$ cat src/rtl/logic_unit_arbiter.sv
// logic_unit_arbiter
//   Shares one WIDTH-bit bitwise logic unit (AND/OR/XOR/NOR) between two
//   valid/ready requesters. A round-robin arbiter picks one request per cycle.
//   The result goes into a single output register that the consumer drains
//   with a valid/ready handshake.
//
// Ports
//   clk, rst                    clock, synchronous active-high reset
//   reqN_valid/ready            requester N handshake (N = 0, 1)
//   reqN_op                     00 AND, 01 OR, 10 XOR, 11 NOR
//   reqN_x, reqN_y              operands
//   res_valid/ready             result handshake toward the consumer
//   res_data                    result
//   res_id                      index of the requester that produced res_data
//   res_zero                    res_data == 0 (only with LU_ZERO_FLAG_EN)
//
// Build option
//   LU_ZERO_FLAG_EN             adds the registered res_zero flag
module logic_unit_arbiter #(
  parameter int WIDTH = 32
) (
  input  logic             clk,
  input  logic             rst,
  input  logic             req0_valid,
  output logic             req0_ready,
  input  logic [1:0]       req0_op,
  input  logic [WIDTH-1:0] req0_x,
  input  logic [WIDTH-1:0] req0_y,
  input  logic             req1_valid,
  output logic             req1_ready,
  input  logic [1:0]       req1_op,
  input  logic [WIDTH-1:0] req1_x,
  input  logic [WIDTH-1:0] req1_y,
  output logic             res_valid,
  input  logic             res_ready,
  output logic [WIDTH-1:0] res_data,
`ifdef LU_ZERO_FLAG_EN
  output logic             res_zero,
`endif
  output logic             res_id
);

  typedef enum logic {
    EMPTY = 1'b0,
    FULL  = 1'b1
  } state_t;

  state_t state, state_n;

  logic             last;
  logic             can_accept;
  logic             gnt_vld_p0;
  logic             gnt_id_p0;
  logic             xfer_p0;
  logic [1:0]       op_p0;
  logic [WIDTH-1:0] x_p0;
  logic [WIDTH-1:0] y_p0;
  logic [WIDTH-1:0] result_p0;

  logic [WIDTH-1:0] data_p1;
  logic             id_p1;

  function automatic logic [WIDTH-1:0] lu_op(input logic [1:0]       op,
                                             input logic [WIDTH-1:0] x,
                                             input logic [WIDTH-1:0] y);
    logic [WIDTH-1:0] r;
    case (op)
      2'b00:   r = x & y;
      2'b01:   r = x | y;
      2'b10:   r = x ^ y;
      default: r = ~(x | y);
    endcase
    return r;
  endfunction

  // ---- stage p0: arbitration and logic op ----
  assign can_accept = (state == EMPTY) || res_ready;

  always_comb begin
    gnt_vld_p0 = 1'b0;
    gnt_id_p0  = 1'b0;
    if (req0_valid && req1_valid) begin
      gnt_vld_p0 = 1'b1;
      gnt_id_p0  = ~last;           // tie goes to whoever did not win last
    end else if (req0_valid) begin
      gnt_vld_p0 = 1'b1;
      gnt_id_p0  = 1'b0;
    end else if (req1_valid) begin
      gnt_vld_p0 = 1'b1;
      gnt_id_p0  = 1'b1;
    end
  end

  // No transfer is offered while reset is asserted.
  assign xfer_p0    = gnt_vld_p0 && can_accept && !rst;
  assign req0_ready = xfer_p0 && !gnt_id_p0;
  assign req1_ready = xfer_p0 &&  gnt_id_p0;

  assign op_p0     = gnt_id_p0 ? req1_op : req0_op;
  assign x_p0      = gnt_id_p0 ? req1_x  : req0_x;
  assign y_p0      = gnt_id_p0 ? req1_y  : req0_y;
  assign result_p0 = lu_op(op_p0, x_p0, y_p0);

  always_comb begin
    state_n = state;
    case (state)
      EMPTY: if (xfer_p0) state_n = FULL;
      FULL: begin
        if (xfer_p0)        state_n = FULL;   // drain and reload together
        else if (res_ready) state_n = EMPTY;
      end
      default: state_n = EMPTY;
    endcase
  end

  always_ff @(posedge clk) begin
    if (rst) begin
      state <= EMPTY;
      last  <= 1'b1;
    end else begin
      state <= state_n;
      if (xfer_p0) last <= gnt_id_p0;
    end
  end

  // ---- stage p1: output register ----
  always_ff @(posedge clk) begin
    if (rst) begin
      data_p1 <= '0;
      id_p1   <= 1'b0;
    end else if (xfer_p0) begin
      data_p1 <= result_p0;
      id_p1   <= gnt_id_p0;
    end
  end

`ifdef LU_ZERO_FLAG_EN
  logic zero_p1;

  // Flag is taken from the value being loaded, not the stale register.
  always_ff @(posedge clk) begin
    if (rst)          zero_p1 <= 1'b0;
    else if (xfer_p0) zero_p1 <= (result_p0 == '0);
  end

  assign res_zero = zero_p1;
`endif

  assign res_valid = (state == FULL);
  assign res_data  = data_p1;
  assign res_id    = id_p1;

endmodule

$ cat config.mk
export PLATFORM = sky130hd
export DESIGN_NAME = logic_unit_arbiter
export DESIGN_NICKNAME = d
export VERILOG_FILES = /design/src/rtl/logic_unit_arbiter.sv
export SDC_FILE = /design/constraint.sdc
export NUM_CORES = 1
export LEC_CHECK = 0
export CAP_MARGIN = 15
export CORE_MARGIN = 10
export CORE_UTILIZATION = 35
export DETAILED_ROUTE_END_ITERATION = 8
export PLACE_DENSITY_LB_ADDON = 0.25
export SLEW_MARGIN = 10
export SYNTH_ARGS = -nofsm -noshare
export SYNTH_HDL_FRONTEND = slang
export SYNTH_SLANG_ARGS = --single-unit
$ cat constraint.sdc
create_clock -name clk -period 2.8 [get_ports clk]
set_clock_uncertainty 0.2 [all_clocks]
set_input_delay 0.7 -clock clk [delete_from_list [all_inputs] [get_ports clk]]
set_output_delay 0.7 -clock clk [all_outputs]
set_load 0.005 [all_outputs]
==> flow_summary.ini, run 1 <==
[status]
status = finished clean

[yosys]
yosys.area.top_type_share_pct = 21.9
syn_inst = 435
async_reset_ff_share_pct = 0
seq_area_frac_synth_pct = 19.1
synthesis.nets = 636
synth.area.top_cells = ha_1 22%, dfxtp_1 19%, mux2_2 10%
synth_ff_type = dfxtp_1
synth_common_cells = 67 x nand2_1, 65 x inv_1, 64 x ha_1
yosysTopAreaCell = ha_1
synth.most_common_cell = nand2_1
avgSynthCellArea_um2 = 8.42
synth_edf_count = 0
synthesis.area_um2 = 3660
yosysUniqueCellTypes = 23
ys_warn_count = 0
ys_ff_latch = 35

[setup_path]
worstPathArrival_ns = 1.84
cp_slowest_cell = clkdlybuf4s50_1
crit_fanout = 4
crit_chain = clkdlybuf4s50_1 > nor3_2 > and2_4 > dlygate4sd2_1
end_kind = primary output
cp-start-kind = input port
cp_num_buf_inv = 2
crit_family = buffers and inverters
worstPathRequired_ns = 1.90
crit_type = in -> out
slowest_delay_ns = 0.49

[finish]
num-nets-final = 837
fillCellCount = 938
final_util_pct = 59.0
drive_gt1_share_pct = 15.4
area_growth_pct = 65.5
antenna_cells = 0
fin_area_um2 = 6060

[floorplan]
io_pins = 173
core_area_um2 = 10300
num_rows = 37
die_area_um2 = 15000
fp.dieH_um = 122
die-width_um = 122
start_util_pct = 35.6

[clocking]
cts_hold_buf = 0
cts.clk_slew.worst_paths_ns = 0.07
clock_path_buffers = 2
cts_root_buf = clkbuf_8
cts_tree = yes
cts.sinks = 35
clk_latency_ns = 0.28
cts_buffers = 5
htreeDepth = 2

[grt]
grt_pass1_wl_um = 18900
antenna_found_initial = 0
grt-ovfl-total = 0
grt_max_degree = 41
grt_pass1_vias = 3982
gr-usage-all-layers_pct = 15.4

[power]
pwr-share-comb_pct = 49.4
p_int_w = 0.00130
pwr-share-clk_pct = 19.4
p_sw_w = 0.000591
vdd_drop_max_mv = 0.176
power_w = 0.00189
swShare_pct = 31.3
leakage_nw = 3.17
power_density_nw_per_um2 = 312
pwr-share-seq_pct = 31.3

[drt]
routed_wl_um = 12100
drc = 0
wl_per_cell_um = 15.6
avgViaCountPerCell = 4.87
via_count = 3766
dr.pass1.iters = 4
drtIter0Drc = 117
ant_nets = 0

[timing]
setup_slack_ns = 0.0570
fmaxAchievable_ghz = 0.365
rsz0062_at_grt = true
finalHoldViolCount = 0
fin_crit_sh_pct = 98.0
fin_crit_ns = 2.74
slew_headroom_pct = 82.3
setup_viol = 0
drv_slew = 0
tightest_slew_ns = 0.258

[placement]
dpl_cell_area_um2 = 5950
gp_congestion = 0.810
dp_hpwl_um = 9750
io_buffers = 172
pre_cts_ws_ns = -0.449

[run]
maxCapViolCount = 0

[worst_hold_path]
hold_path.class = reg -> reg
## power groups by stage
stage | Clock [W] | Sequential (W) | Combinational (W)
6_report | 0.000366 | 0.000591 | 0.000932
5_1_grt | 0.000405 | 0.000599 | 0.00103
4_1_cts | 0.000389 | 0.000592 | 0.000945
3_5_place_dp | 0 | 0.000602 | 0.000939
3_3_place_gp | 0 | 0.000600 | 0.000908
2_1_floorplan | 0 | 0.000605 | 0.000414
## sequential cells by signal, indices dropped and copies added, names as in the netlist
| register | cells |
|---|---|
| last | 1 |
| res_valid | 1 |
| res_id | 1 |
| res_data | 32 |
## routing by layer
layer / global-route usage, % / routed length [um] / vias to the layer above
met5: 0 / 0 / -
met4: 3.31 / 185 / 0
met3: 3.67 / 638 / 14
met2: 30.0 / 6520 / 88
met1: 16.2 / 4740 / 1774
li1: - / - / 1890
## cells by family after synthesis
logic type,synth area share (%)
multiplexers,19.4
flip-flops,19.1
AO/OA/AOI/OAI,21.3
adder cells (fa/ha/maj),21.9
buffers and inverters,9.87
AND/OR/NAND/NOR,8.40
## cells in the final DEF, fill, tap and decap left out, types with 3 or more instances in the layout
cell / instances
mux2_2: 33
mux2i_1: 31
dfxtp_1: 35
clkdlybuf4s50_1: 168
buf_12: 11
o21ai_0: 3
dlygate4sd2_1: 4
inv_1: 65
ha_1: 64
nand2_1: 67
buf_4: 38
a21oi_1: 33
a211o_1: 28
clkbuf_8: 5
o211a_1: 28
a221o_1: 4
## stage by stage
stage / cells / TNS [ns] / hold slack (ns)
floorplan: 435 / 0 / 0.251
global placement: 764 / -11.22 / 0.244
detailed placement: 764 / -13.20 / 0.248
CTS: 773 / 0 / 0.267
global route: 773 / -0.0709 / 0.283
finish: 773 / 0 / 0.264
## cell type report
class,count,area [um^2],area share (%)
flip-flops and latches,35,701,11.6
well taps,136,170,2.81
repair buffers,221,2220,36.7
clock buffers,7,76.3,1.26
inverters,65,244,4.03
clock inverters,1,5.00,0.0826
multi-input cells,308,2640,43.6
## path summary, 6_finish.rpt
check / start / endpoint / slack [ns] / cells past startpoint
worst min-delay path: res_data[1]$_SDFFE_PP0P_ / res_data[1]$_SDFFE_PP0P_ / 0.26 / 1
worst max register to register: last$_SDFFE_PP1P_ / res_data[0]$_SDFFE_PP0P_ / 0.48 / 7
worst min register to register: res_data[1]$_SDFFE_PP0P_ / res_data[1]$_SDFFE_PP0P_ / 0.26 / 1
worst max-delay path: rst / req1_ready / 0.06 / 4
## timing repair
action	CTS	global route
setup buffers	1	0
hold endpoints to repair	0	0
resized for setup	8	3
endpoints found under the setup margin	34	2
pin swaps	2	1
## worst register-to-register path: cells and delay by family (launching register included)
kind | cells | cell delay (ns)
buffers and inverters | 2 | 0.41
multiplexers | 1 | 0.40
flip-flops | 1 | 0.35
AO/OA/AOI/OAI | 3 | 0.66
adder cells (fa/ha/maj) | 1 | 0.21
(Power assumes the default switching activity.)
==> run 2: changes to the inputs <==
--- a/config.mk
+++ b/config.mk
@@ -5,10 +5,11 @@
 export SDC_FILE = /design/constraint.sdc
 export NUM_CORES = 1
 export LEC_CHECK = 0
-export CAP_MARGIN = 15
+export CAP_MARGIN = 20
 export CORE_MARGIN = 10
 export CORE_UTILIZATION = 35
 export DETAILED_ROUTE_END_ITERATION = 8
+export MAX_ROUTING_LAYER = met4
 export PLACE_DENSITY_LB_ADDON = 0.25
 export SLEW_MARGIN = 10
 export SYNTH_ARGS = -nofsm -noshare
==> run 2 against run 1 <==
Compared with the run above: power hardly changed; maximum frequency stayed put; sequential power hardly changed; routed wire length hardly changed; register-to-register slack hardly changed; sequential share of layout area stayed put; global-route usage is 0.44 points higher; die area stayed put; clock power hardly changed; non-clock buffer count stayed put; final cell count stayed put; setup slack stayed put; critical path type unchanged; critical endpoint unchanged; largest power group unchanged; highest routed layer unchanged.
==> flow_summary.ini, run 2 (synthesis gave the netlist of run 1 again) <==
[clocking]
cts.sinks = 35
htreeDepth = 2
cts_hold_buf = 0
clk_latency_ns = 0.28
cts_tree = yes
cts_root_buf = clkbuf_8
cts.clk_slew.worst_paths_ns = 0.07
cts_buffers = 5
clock_path_buffers = 2

[finish]
drive_gt1_share_pct = 15.4
antenna_cells = 0
num-nets-final = 837
layout_commonest_cell = clkdlybuf4s50_1
finalNonFillerCells = 773
final_cell_mix = 168 x clkdlybuf4s50_1, 67 x nand2_1, 65 x inv_1
area_growth_pct = 65.5
largest_reg_flops = 32

[setup_path]
worstPathRequired_ns = 1.90
end_kind = primary output
worstPathArrival_ns = 1.84
cp_num_buf_inv = 2
crit_family = buffers and inverters
slowest_delay_ns = 0.49
r2r_slack_ns = 0.48
cp-startpoint = rst
crit_chain = clkdlybuf4s50_1 > nor3_2 > and2_4 > dlygate4sd2_1
crit_type = in -> out
cp-start-kind = input port
crit_fanout = 4
timing.rr.start = last$_SDFFE_PP1P_
cp_slowest_cell = clkdlybuf4s50_1

[grt]
grt_max_degree = 41
grt_pass1_vias = 3989
gr-usage-all-layers_pct = 15.8
grt_pass1_wl_um = 18900
antenna_found_initial = 0
grt-ovfl-total = 0

[placement]
io_buffers = 172
dp_hpwl_um = 9750
gp_congestion = 0.821
pre_cts_ws_ns = -0.449
dp.cells = 764

[drt]
dr.pass1.iters = 4
drc = 0
drtIter0Drc = 119
routed_wl_um = 12100
ant_nets = 0
via_count = 3769
avgViaCountPerCell = 4.88
wl_per_cell_um = 15.6

[floorplan]
num_rows = 37
core_area_um2 = 10300
start_util_pct = 35.6
io_pins = 173
fp.dieH_um = 122
die-width_um = 122
die_area_um2 = 15000

[power]
leakage_nw = 3.17
vdd_drop_max_mv = 0.177
power_density_nw_per_um2 = 312

[timing]
slew_headroom_pct = 82.3
fin_crit_sh_pct = 98.0
fin_crit_ns = 2.74
fmaxAchievable_ghz = 0.365
drv_slew = 0
rsz0062_at_grt = true
setup_viol = 0
tightest_slew_ns = 0.259
timing.hold.ws_ns = 0.264
finalHoldViolCount = 0
setup_slack_ns = 0.0570

[status]
status = finished clean

[worst_hold_path]
hold_path.class = reg -> reg
hp-start = res_data[1]$_SDFFE_PP0P_

[run]
maxCapViolCount = 0
## run 2: cell counts in the layout (fill, tap and decap cells not counted)
Identical to the previous run, type by type.
## run 2: per-stage QoR
stage / setup TNS, ns / total power (W) / utilization, % / area (um^2)
6_report: 0 / 0.00189 / 59.0 / 6060
5_1_grt: -0.0710 / 0.00204 / 59.0 / 6060
4_1_cts: 0 / 0.00193 / 58.9 / 6050
3_5_place_dp: -13.20 / 0.00154 / 57.9 / 5950
3_3_place_gp: -11.22 / 0.00151 / 57.9 / 5950
2_1_floorplan: 0 / 0.00102 / - / 3660
## run 2: metal layers
metal | track usage [%] | share of wire, % | wire, um
met1 | 16.7 | 40 | 4880
met2 | 30.0 | 54 | 6570
met3 | 2.89 | 4.0 | 486
met4 | 3.31 | 1.3 | 153
met5 | - | 0 | 0
## run 2: what timing repair did
item,in CTS,in global routing
resized for setup,8,3
setup buffers,1,0
cloned,0,0
pin swaps,2,1
endpoints found under the setup margin,34,2
## run 2: cell type report
type / instances / area, um^2
Fill cell: 938 / 4220
Clock buffer: 7 / 76.3
Timing Repair Buffer: 221 / 2220
Multi-Input combinational cell: 308 / 2640
Inverter: 65 / 244
Tap cell: 136 / 170
Sequential cell: 35 / 701
Clock inverter: 1 / 5.00
## run 2: worst paths after layout
path	depth (start not counted)	end
worst max-delay path	4	req1_ready
worst min register to register	1	res_data[1]$_SDFFE_PP0P_
worst min-delay path	1	res_data[1]$_SDFFE_PP0P_
worst max register to register	7	res_data[0]$_SDFFE_PP0P_
## run 2: worst reg2reg max path: cells and delay by family (launching register included)
kind / cells / cell delay (ns)
buffers and inverters: 2 / 0.41
multiplexers: 1 / 0.40
AO/OA/AOI/OAI: 3 / 0.66
adder cells (fa/ha/maj): 1 / 0.21
flip-flops: 1 / 0.35
## run 2: power breakdown
group          leakage, nW  switching (W)  internal (W)
Combinational         2.83       0.000368      0.000564
Sequential           0.289      0.0000321      0.000559
Clock               0.0422       0.000192      0.000175
==> run 3: changes to the inputs <==
--- a/config.mk
+++ b/config.mk
@@ -7,7 +7,7 @@
 export LEC_CHECK = 0
 export CAP_MARGIN = 20
 export CORE_MARGIN = 10
-export CORE_UTILIZATION = 35
+export CORE_UTILIZATION = 40
 export DETAILED_ROUTE_END_ITERATION = 8
 export MAX_ROUTING_LAYER = met4
 export PLACE_DENSITY_LB_ADDON = 0.25
==> constraint.sdc (replaced) <==
create_clock -name clk -period 2.7 [get_ports clk]
set_clock_uncertainty 0.2 [all_clocks]
set_input_delay 0.675 -clock clk [delete_from_list [all_inputs] [get_ports clk]]
set_output_delay 0.675 -clock clk [all_outputs]
set_load 0.005 [all_outputs]
==> run 3 against run 2 <==
Compared with the run above: routed wire length decreased by 0.74%; utilization up 9.2 points; clock power increased by 17%; worst hold slack lost 0.0082 ns; power is 6.1% higher; critical endpoint is now req0_ready; the flow now finishes with violations (setup timing).
==> flow_summary.ini, run 3 (synthesis gave the netlist of run 1 again) <==
[grt]
grt_pass1_vias = 3970
antenna_found_initial = 0
grt_pass1_wl_um = 19200
grt-ovfl-total = 0
gr-usage-all-layers_pct = 17.9
grt_max_degree = 33

[status]
failed_checks = setup timing
status = finished with violations

[setup_path]
worstPathArrival_ns = 1.84
crit_type = in -> out
crit_family = buffers and inverters
slowest_delay_ns = 0.46
cp_slowest_cell = clkdlybuf4s50_1
r2r-end = res_data[2]$_SDFFE_PP0P_
crit_fanout = 3
crit_chain = clkdlybuf4s50_1 > nor4_1 > dlygate4sd2_1
end_kind = primary output
r2r_slack_ns = 0.44
timing.rr.start = last$_SDFFE_PP1P_
cp-startpoint = rst
cp_num_buf_inv = 2
cp-start-kind = input port
reg2reg_depth = 8
worstPathRequired_ns = 1.82

[floorplan]
start_util_pct = 41.6
fp.dieH_um = 116
core_area_um2 = 8810
die_area_um2 = 13400
io_pins = 173
num_rows = 34
die-width_um = 116

[drt]
wl_per_cell_um = 16.1
routed_wl_um = 12000
dr.pass1.iters = 4
ant_nets = 0
via_count = 3782
drtIter0Drc = 118
drc = 0
avgViaCountPerCell = 5.07

[clocking]
clock_path_buffers = 2
cts_buffers = 5
cts.sinks = 35
cts.clk_slew.worst_paths_ns = 0.08
clk_latency_ns = 0.29
cts_root_buf = clkbuf_8
cts_tree = yes
htreeDepth = 2

[timing]
fmaxAchievable_ghz = 0.369
tightest_slew_ns = 0.303
rsz0062_at_grt = true
setup_viol = 1
fin_crit_sh_pct = 100
setup_slack_ns = -0.0111
fin_crit_ns = 2.71
finalHoldViolCount = 0
slew_headroom_pct = 79.6
timing.hold.ws_ns = 0.256
drv_slew = 0

[finish]
fin_area_um2 = 6000
layout_commonest_cell = clkdlybuf4s50_1
largest_reg_flops = 32
drive_gt1_share_pct = 15.1
final_cell_mix = 168 x clkdlybuf4s50_1, 67 x nand2_1, 65 x inv_1
num-nets-final = 837
area_growth_pct = 63.9

[worst_hold_path]
hold_end = res_id$_SDFFE_PP0P_
whs_path_depth = 1
hold_path.class = reg -> reg
hp-start = res_id$_SDFFE_PP0P_

[power]
pwr-share-comb_pct = 48.0
leakage_nw = 3.17
pwr-share-seq_pct = 30.6
swShare_pct = 30.6
p_int_w = 0.00139
vdd_drop_max_mv = 0.208
p_sw_w = 0.000615
pwr-share-clk_pct = 21.4
power_density_nw_per_um2 = 334

[placement]
gp_congestion = 0.758
dp_hpwl_um = 9730
io_buffers = 172
dpl_cell_area_um2 = 5880

[run]
maxCapViolCount = 0
[run 3: how the worst max path moves through the flow]
stage | end | slack (ns) | depth (start not counted)
floorplan | res_data[25]$_SDFFE_PP0P_ | 0.04 | 7
global placement | res_data[21]$_SDFFE_PP0P_ | -0.47 | 7
detailed placement | res_data[17]$_SDFFE_PP0P_ | -0.54 | 7
CTS | req0_ready | -0.009 | 4
global route | req0_ready | -0.04 | 3
finish | req0_ready | -0.01 | 3
[run 3: what timing repair did]
action / CTS / global route
endpoints found under the setup margin: 34 / 18
hold buffers: 0 / 0
setup buffers: 1 / 0
gates resized for setup: 6 / 4
pin swaps: 1 / 1
cloned: 0 / 0
[run 3: layout make-up]
cell class,count,area (um^2)
diodes,1,2.50
clock buffers,8,100
fillers,718,2800
inverters,65,244
multi-input cells,308,2630
flip-flops and latches,35,701
well taps,108,135
repair buffers,221,2190
[run 3: through the flow]
step           utilization, %  setup slack, ns   TNS, ns  instances  power [W]
6_report                 68.2          -0.0111   -0.0111        746    0.00201
5_1_grt                  68.1          -0.0386   -0.0959        745    0.00215
4_1_cts                  68.0         -0.00940  -0.00940        745    0.00203
3_5_place_dp             66.7           -0.536    -15.71        736    0.00159
3_3_place_gp             66.7           -0.467    -14.13        736    0.00155
2_1_floorplan               -           0.0365         0        435    0.00106
[run 3: per-layer routing]
layer	vias up	track usage, %	part of all wire, %
met5	-	-	0
met1	1766	20.1	42
met3	16	4.34	6.1
li1	1896	-	-
met2	104	31.1	50
met4	0	5.25	1.5
[run 3: power groups by stage]
stage | clock [W] | combinational [W] | sequential (W)
global placement | 0 | 0.000929 | 0.000623
finish | 0.000430 | 0.000962 | 0.000614
CTS | 0.000442 | 0.000970 | 0.000615
floorplan | 0 | 0.000430 | 0.000628
detailed placement | 0 | 0.000963 | 0.000626
global route | 0.000464 | 0.00106 | 0.000622
[run 3: worst register-to-register path: stages (launching register included)]
cell and delay (ns):
dfxtp_1 0.34, a21boi_4 0.20, buf_4 0.31, mux2_2 0.40
inv_1 0.07, ha_1 0.14, nand2_1 0.07, o21a_1 0.13
a221o_1 0.31
